==> src/rtl/mbist_march_ctrl.sv <==
// mbist_march_ctrl: March C- BIST controller for a single-port memory with registered wdata and 2-cycle reads.
// Ports: clk/rst (async, active-high); start/busy/done handshake with the test sequencer;
// fail/fail_addr/fail_element/fail_count report the run; write_read/address/wdata/rdata drive the memory.
module mbist_march_ctrl #(
    parameter int DATA_WIDTH = 8,
    parameter int ADDR_WIDTH = 4,
    parameter int CAPACITY   = 15
) (
    input  logic                  clk,
    input  logic                  rst,
    input  logic                  start,
    output logic                  busy,
    output logic                  done,
    output logic                  fail,
    output logic [ADDR_WIDTH-1:0] fail_addr,
    output logic [2:0]            fail_element,
    output logic [7:0]            fail_count,
    output logic                  write_read,
    output logic [ADDR_WIDTH-1:0] address,
    output logic [DATA_WIDTH-1:0] wdata,
    input  logic [DATA_WIDTH-1:0] rdata
);
    localparam logic [2:0] IDLE = 3'd0, PRE = 3'd1, RUN = 3'd2, DRAIN = 3'd3, DONE = 3'd4;
    localparam logic [ADDR_WIDTH-1:0] TOP = ADDR_WIDTH'(CAPACITY);
    logic [2:0] state, el, cur_el, n_el;
    logic [ADDR_WIDTH-1:0] ad, n_ad;
    logic ph, n_ph, last, op_vld, drn, dn, end_a, split, fin;
    logic s0_vld, s0_b, s1_vld, s1_b;
    logic [ADDR_WIDTH-1:0] s0_ad, s1_ad;
    logic [2:0] s0_el, s1_el;
    function automatic logic is_wr(input logic [2:0] e, input logic p);
        return e == 3'd0 || (e != 3'd5 && p);
    endfunction
    function automatic logic [DATA_WIDTH-1:0] bg(input logic b);
        return b ? '1 : '0;
    endfunction
    // (el, ad, ph) is the op issued on the next edge; n_* is the one after it, which wdata must lead
    always_comb begin
        dn    = el == 3'd3 || el == 3'd4;
        end_a = dn ? ad == '0 : ad == TOP;
        split = el != 3'd0 && el != 3'd5;
        fin   = el == 3'd5 && ad == TOP;
        n_el  = el;
        n_ad  = ad;
        n_ph  = 1'b0;
        if (split && !ph)
            n_ph = 1'b1;
        else if (end_a) begin
            n_el = el + 3'd1;
            n_ad = (el == 3'd2 || el == 3'd3) ? TOP : '0;
        end else
            n_ad = dn ? ad - 1'b1 : ad + 1'b1;
    end
    always_ff @(posedge clk or posedge rst) begin
        if (rst) begin
            state <= IDLE;
            {busy, done, fail, fail_addr, fail_element, fail_count} <= '0;
            {write_read, address, wdata} <= '0;
            {el, ad, ph, cur_el, last, op_vld, drn} <= '0;
            {s0_vld, s0_b, s0_ad, s0_el, s1_vld, s1_b, s1_ad, s1_el} <= '0;
        end else begin
            // read pipeline: expected background is all-ones for reads in even elements
            s0_vld <= op_vld && !write_read;
            s0_b   <= ~cur_el[0];
            s0_ad  <= address;
            s0_el  <= cur_el;
            {s1_vld, s1_b, s1_ad, s1_el} <= {s0_vld, s0_b, s0_ad, s0_el};
            if (s1_vld && rdata != bg(s1_b)) begin
                fail <= 1'b1;
                if (fail_count != 8'hFF) fail_count <= fail_count + 8'd1;
                if (!fail) {fail_addr, fail_element} <= {s1_ad, s1_el};
            end
            if (state == PRE || (state == RUN && !last)) begin
                state      <= RUN;
                write_read <= is_wr(el, ph);
                address    <= ad;
                cur_el     <= el;
                op_vld     <= 1'b1;
                last       <= fin;
                {el, ad, ph} <= {n_el, n_ad, n_ph};
                if (is_wr(n_el, n_ph)) wdata <= bg(n_el[0]);
            end else if (state == RUN) begin
                state      <= DRAIN;
                write_read <= 1'b0;
                address    <= '0;
                op_vld     <= 1'b0;
                drn        <= 1'b0;
            end else if (state == DRAIN) begin
                drn <= 1'b1;
                if (drn) {state, busy, done} <= {DONE, 1'b0, 1'b1};
            end else if (start) begin
                // accepted start; later assignments here override any compare result on this edge
                state <= PRE;
                {busy, done} <= 2'b10;
                {fail, fail_addr, fail_element, fail_count} <= '0;
                {el, ad, ph, last} <= '0;
                wdata <= '0;
            end
        end
    end
endmodule
==> config.mk <==
export PLATFORM = sky130hd
export DESIGN_NAME = mbist_march_ctrl
export DESIGN_NICKNAME = d
export VERILOG_FILES = /design/src/rtl/mbist_march_ctrl.sv
export SDC_FILE = /design/constraint.sdc
export NUM_CORES = 1
export LEC_CHECK = 0
export CAP_MARGIN = 20
export CORE_AREA = 2 2 79 81
export DETAILED_ROUTE_END_ITERATION = 8
export DIE_AREA = 0 0 81 83
export PLACE_DENSITY = 0.73
export SYNTH_ARGS = -nofsm -noshare
export SYNTH_HDL_FRONTEND = slang
export SYNTH_SLANG_ARGS = --single-unit
==> constraint.sdc <==
create_clock -name clk -period 2.5 [get_ports clk]
set_clock_uncertainty 0.15 [all_clocks]
set_input_delay 0.25 -clock clk [delete_from_list [all_inputs] [get_ports clk]]
set_output_delay 0.25 -clock clk [all_outputs]
set_load 0.05 [all_outputs]
**Yosys cells after proc, flatten, opt, wreduce, memory -nomap -nowiden**

Cells that the tools add are included.

- Input port bits: 11
- Word-level logic and storage cells: 149
- Register bits: 66
- Output and inout bits: 31

- Eq/ne operators: 18
- Muxes and demuxes: 68
- Bitwise operators: 3
- $add $sub $neg: 4
- Reduce and logical (&&, ||, !) cells: 31

Operators by type and width:

| kind | count |
|---|---|
| $mux W8 | 13 |
| $mux W4 | 16 |
| $mux W3 | 17 |
| $mux W1 | 22 |
| $eq A3 B2 Y1 const B | 4 |
| $reduce_and A4 Y1 | 3 |
| $add A8 B1 Y8 const B | 1 |
| $logic_and A1 B1 Y1 | 8 |
| $ne A8 B8 Y1 | 1 |
| $ne A8 B8 Y1 const B | 1 |
| $reduce_bool A2 Y1 | 4 |
| $eq A3 B3 Y1 const B | 2 |
| $logic_not A3 Y1 | 2 |
| $ne A2 B2 Y1 const B | 3 |
| $ne A3 B3 Y1 const B | 2 |
| $logic_or A1 B1 Y1 | 5 |
| $add A4 B1 Y4 const B | 1 |
| $eq A4 B4 Y1 const B | 1 |
| $logic_not A4 Y1 | 1 |
| $ne A2 B1 Y1 const B | 2 |
| $ne A4 B4 Y1 const B | 1 |
| $reduce_and A2 Y1 | 2 |
| $reduce_bool A4 Y1 | 1 |
| $sub A4 B1 Y4 const B | 1 |
| other kinds (6) | 10 |

**Depth between registers and ports, before layout**

- Depth after elaboration: 10
- Depth in mapped cells: 10
- Depth with buffers taken out: 10

**Worst setup path before layout**

No wires, ideal clock.

- Kind: reg2reg
- Start point: register el[0]
- End point: register ad[3]
- Clock period less this slack: 2,494 ps
- Setup time: 121 ps
- Required time: 2,229 ps
- Arrival time: 2,223 ps
- Cell stages (with the launch flop): 11
- Setup slack: 6 ps
- Buffers on the path: 0
- Path through: dfrtp_1 -> inv_1 -> ha_1 -> mux2i_1 -> inv_1 -> ha_1 -> a21o_2 -> a21oi_1 -> xnor2_1 -> o21ai_0 -> a22o_1

- Cells in the longest elaborated chain, start to end: 6
- Elaborated cells between the ends (all ways): 17
- Those cells by class: 5 x eq/ne; 6 x mux; 6 x reduce/logical

RTL lines:

| item | RTL line | RTL |
|---|---|---|
| start: declaration | 25 | `logic [2:0] state, el, cur_el, n_el;` |
| start signal: assignment | 80 | `{el, ad, ph} <= {n_el, n_ad, n_ph};` |
| $eq A3 B2 Y1 (tied with other cells) | 39, 50 |  |
| $logic_or A1 B1 Y1, on equally long branches | 39, 50 |  |
| $mux W4 (tied with other cells) | 52 | `n_ad = dn ? ad - 1'b1 : ad + 1'b1;` |
| $mux W4 | 48 | `else if (end_a) begin` |
| $mux W4 | 46 | `if (split && !ph)` |
| $mux W4 | 73 | `if (state == PRE \|\| (state == RUN && !last)) begin` |
| end signal: assignment | 80 |  |
| end: declaration | 26 | `logic [ADDR_WIDTH-1:0] ad, n_ad;` |

Several ways; a longest one is shown, not always the timed one. The select of a mux whose other input is x is not followed.
A chain may end at the register's enable or synchronous reset.

**Final worst setup path**

- Start point: register el[1]
- End point: register ad[3]

The elaborated chain is that of the path after synthesis.

==> impl_metrics.env <==
export IMPL_outcome="finished clean"
export IMPL_finalNonFillerCells=375
export IMPL_grt_busiest_layer="met2"
export IMPL_drive_above_1_share_pct=16.67
export IMPL_clkSinkCount=59
export IMPL_slew_violations=0
export IMPL_drt_first_pass_iters=4
export IMPL_start_kind="flop"
export IMPL_synth_adder_area_share_pct=4.394
export IMPL_ys_flop_type="dfrtp_1"
export IMPL_die_x_microns=81
export IMPL_grt_max_degree=60
export IMPL_synth_area_per_cell_sq_um=11.34
export IMPL_crit_arrival_ns=2.41
export IMPL_core_sq_um=5816
export IMPL_clkLatencyLatePin_ns=0.34
export IMPL_cp_end_kind="flop"
export IMPL_clockPowerShare_pct=23.4
export IMPL_area_delta_synth_final_pct=27.78
export IMPL_min_period_ns=2.340
export IMPL_finalCritPeriodShare_pct=93.59
export IMPL_synthSimpleGateAreaFrac_pct=14.69
export IMPL_num_rows=28
export IMPL_finalSetupViolCount=0
export IMPL_yosysWarnings=0
export IMPL_power_density_nw_per_um2=1035
export IMPL_fmax_mhz=427.4
export IMPL_power_switching_mw=1.397
export IMPL_crit_required_ns=2.57
export IMPL_route_detailed_drc=0
export IMPL_final_area_sq_um=3493
export IMPL_routabilityCongestion=0.8924
export IMPL_cts_root_buf="clkbuf_8"
export IMPL_worst_pin_slew_ns=0.7243
export IMPL_cts_buffers=9
export IMPL_grtUsageMet1_pct=22.55
export IMPL_dpl_cell_area_sq_um=3272
export IMPL_syn_instance_count=241
export IMPL_hpwl_microns=3805
export IMPL_syn_num_nets=261
export IMPL_routed_wirelength_microns=5324
export IMPL_drt_initial_drc_count=100
export IMPL_drv_cap=0
export IMPL_synth_top_family_by_area="compound AO/OA/AOI/OAI gates"
export IMPL_use_met2_pct=27.95
export IMPL_gr_total_overflow=0
export IMPL_path_clk_slew_ns=0.07
export IMPL_synth_edf_count=0
export IMPL_cts_tree="done"
export IMPL_postLayoutCoreUtil_pct=60.07
export IMPL_rsz0062_at_grt="false"
export IMPL_synth_compound_area_share_pct=14.83
export IMPL_hold_viol_final=0
export IMPL_vias_per_cell=5.277
export IMPL_antenna_found_initial=0
export IMPL_syn_area_sq_um=2734
export IMPL_synth_xor_area_share_pct=1.922
export IMPL_grtUsageMet3_pct=5.870
export IMPL_hold_path_class="in -> async"
export IMPL_sw_frac_of_total_pct=38.62
export IMPL_dpl_cell_count=358
export IMPL_power_frac_seq_pct=36.6
export IMPL_synth_distinct_cells=56
export IMPL_numPortBuffers=41
export IMPL_htreeDepth=3
export IMPL_cts_path_max_buffers=2
export IMPL_ys_seq_area_share_pct=54.00
export IMPL_postRouteAntennaNets=0
export IMPL_crit_path_max_fanout=4
export IMPL_async_flop_share_pct=100.0
export IMPL_layout_setup_ws_ns=0.1603
export IMPL_hold_buffers=0
export IMPL_layout_nets=315
export IMPL_muxShareOfSynthArea_pct=5.446
export IMPL_vias=1979
export IMPL_irDropWorstVdd_v=0.0005119
export IMPL_post_drt_wl_per_cell_microns=14.20
export IMPL_n_antenna_cell=0
export IMPL_ys_seq_elements=59
export IMPL_setup_tns_ns=0
export IMPL_maxSlewHeadroom_pct=51.45
export IMPL_grt_pass1_wl_microns=9170
export IMPL_start_util_pct=47.01
export IMPL_grt_pass1_vias=2010
export IMPL_ios=42
export IMPL_dieArea_sq_um=6723
export IMPL_comb_power_share_pct=40.0
export IMPL_track_usage_pct=17.73
export IMPL_intPower_mw=2.220
export IMPL_p_leak_nw=1.602
export IMPL_critPathKind="reg -> reg"
export IMPL_place_ws_ns=-0.02866
export IMPL_die_h_microns=83
## stage by stage
step	hold WS [ns]	power (mW)
after detailed placement	0.1862	2.798
after floorplan	0.1812	2.313
after global routing	0.1896	3.862
after global placement	0.1812	2.765
after CTS	0.1319	3.658
final	0.1287	3.617
## logic make-up after synthesis
| logic type | Yosys count |
|---|---|
| simple gates | 76 |
| compound gates | 52 |
| xor+xnor | 6 |
| fa+ha+maj | 9 |
| mux | 14 |
| flops | 59 |
| buf+inv | 25 |
## cell type report
class                           instances  area (sq um)
Tap cell                               75         93.84
Timing Repair Buffer                   56         535.5
Sequential cell                        59          1476
Multi-Input combinational cell        157          1149
Inverter                               12         45.04
Clock buffer                           11         141.4
Fill cell                             495          2322
Clock inverter                          5         52.55
## flip-flops by register name, summed over array words and instances, names as in the netlist, 4 cells and up
| register | cells |
|---|---|
| ad | 4 |
| address | 4 |
| fail_addr | 4 |
| fail_count | 8 |
| s0_ad | 4 |
| s1_ad | 4 |
## final timing paths
kind / startpoint / end / slack, ns / cells after the start
worst min register to register: s0_ad[3] / s1_ad[3] / 0.20 / 0
worst max-delay path: el[1] / ad[3] / 0.16 / 10
min in group clk: s0_ad[3] / s1_ad[3] / 0.20 / 0
worst max register to register: el[1] / ad[3] / 0.16 / 10
max in group asynchronous: rst / s1_ad[2] / 1.81 / 3
worst min-delay path: rst / fail_count[4] / 0.13 / 3
## placed cells by master, fill, tap and decap left out, drive strengths merged, types with 2 or more instances in the layout
master         count
a211oi             3
a21o               7
a21oi              4
a22o               8
and2               2
and3               2
buf               15
clkbuf            11
clkdlybuf4s50     41
clkinv             3
dfrtp             59
ha                 8
inv               12
mux2               4
mux2i             10
nand2             18
nand3              4
nand4              3
nor2              23
nor2b              5
nor3               3
nor4               6
o21a               4
o21ai             10
o21bai             2
o22a               2
o311ai             2
or4                2
xnor2              5
## power groups by stage
stage          combinational (mW)  sequential [mW]  clock [mW]
5_1_grt                      1.59             1.35       0.919
3_5_place_dp                 1.45             1.34           0
2_1_floorplan               0.714             1.60           0
4_1_cts                      1.46             1.33       0.877
3_3_place_gp                 1.43             1.33           0
6_report                     1.45             1.32       0.846
## worst max-delay path: stages, from the launching register on
cell and delay (ns):
dfrtp_1 0.39, inv_1 0.10, ha_2 0.21, mux2i_4 0.16
inv_1 0.08, ha_1 0.27, a21o_2 0.21, a21oi_1 0.17
xnor2_1 0.16, o21ai_0 0.11, a22o_1 0.23
## metal layers
| metal | vias to the layer above | share of wire [%] | wire length, microns |
|---|---|---|---|
| li1 | 962 | - | - |
| met1 | 961 | 45 | 2412 |
| met2 | 51 | 48 | 2540 |
| met3 | 5 | 5.7 | 303 |
| met4 | 0 | 1.3 | 67 |
| met5 | - | 0 | 0 |
## cells in the mapped netlist, drive strengths merged, types with 2 or more instances
library cell | count | area [sq um]
or4 | 2 | 15.01
nand4 | 3 | 18.77
xnor2 | 5 | 43.79
nor4 | 6 | 52.55
buf | 9 | 68.81
nor2b | 5 | 31.28
nor2 | 23 | 86.33
o21bai | 2 | 15.01
o22a | 2 | 17.52
mux2i | 10 | 100.1
nand2 | 18 | 67.56
nor3 | 3 | 20.02
clkbuf | 4 | 15.01
a21o | 7 | 53.80
nand3 | 4 | 20.02
inv | 12 | 45.04
dfrtp | 59 | 1476
and3 | 2 | 13.77
o21a | 4 | 30.03
a22o | 8 | 73.82
a211oi | 3 | 22.52
and2 | 2 | 12.51
o311ai | 2 | 25.03
mux2 | 4 | 48.79
a21oi | 4 | 20.02
ha | 8 | 100.1
o21ai | 10 | 50.05
## what timing repair did
| action | in CTS | in global routing |
|---|---|---|
| setup buffers | 1 | 0 |
| pin swaps | 0 | 0 |
| gates resized for setup | 1 | 3 |
| setup endpoints to repair | 1 | 3 |
Note: power is estimated with default switching activity, not from simulation.
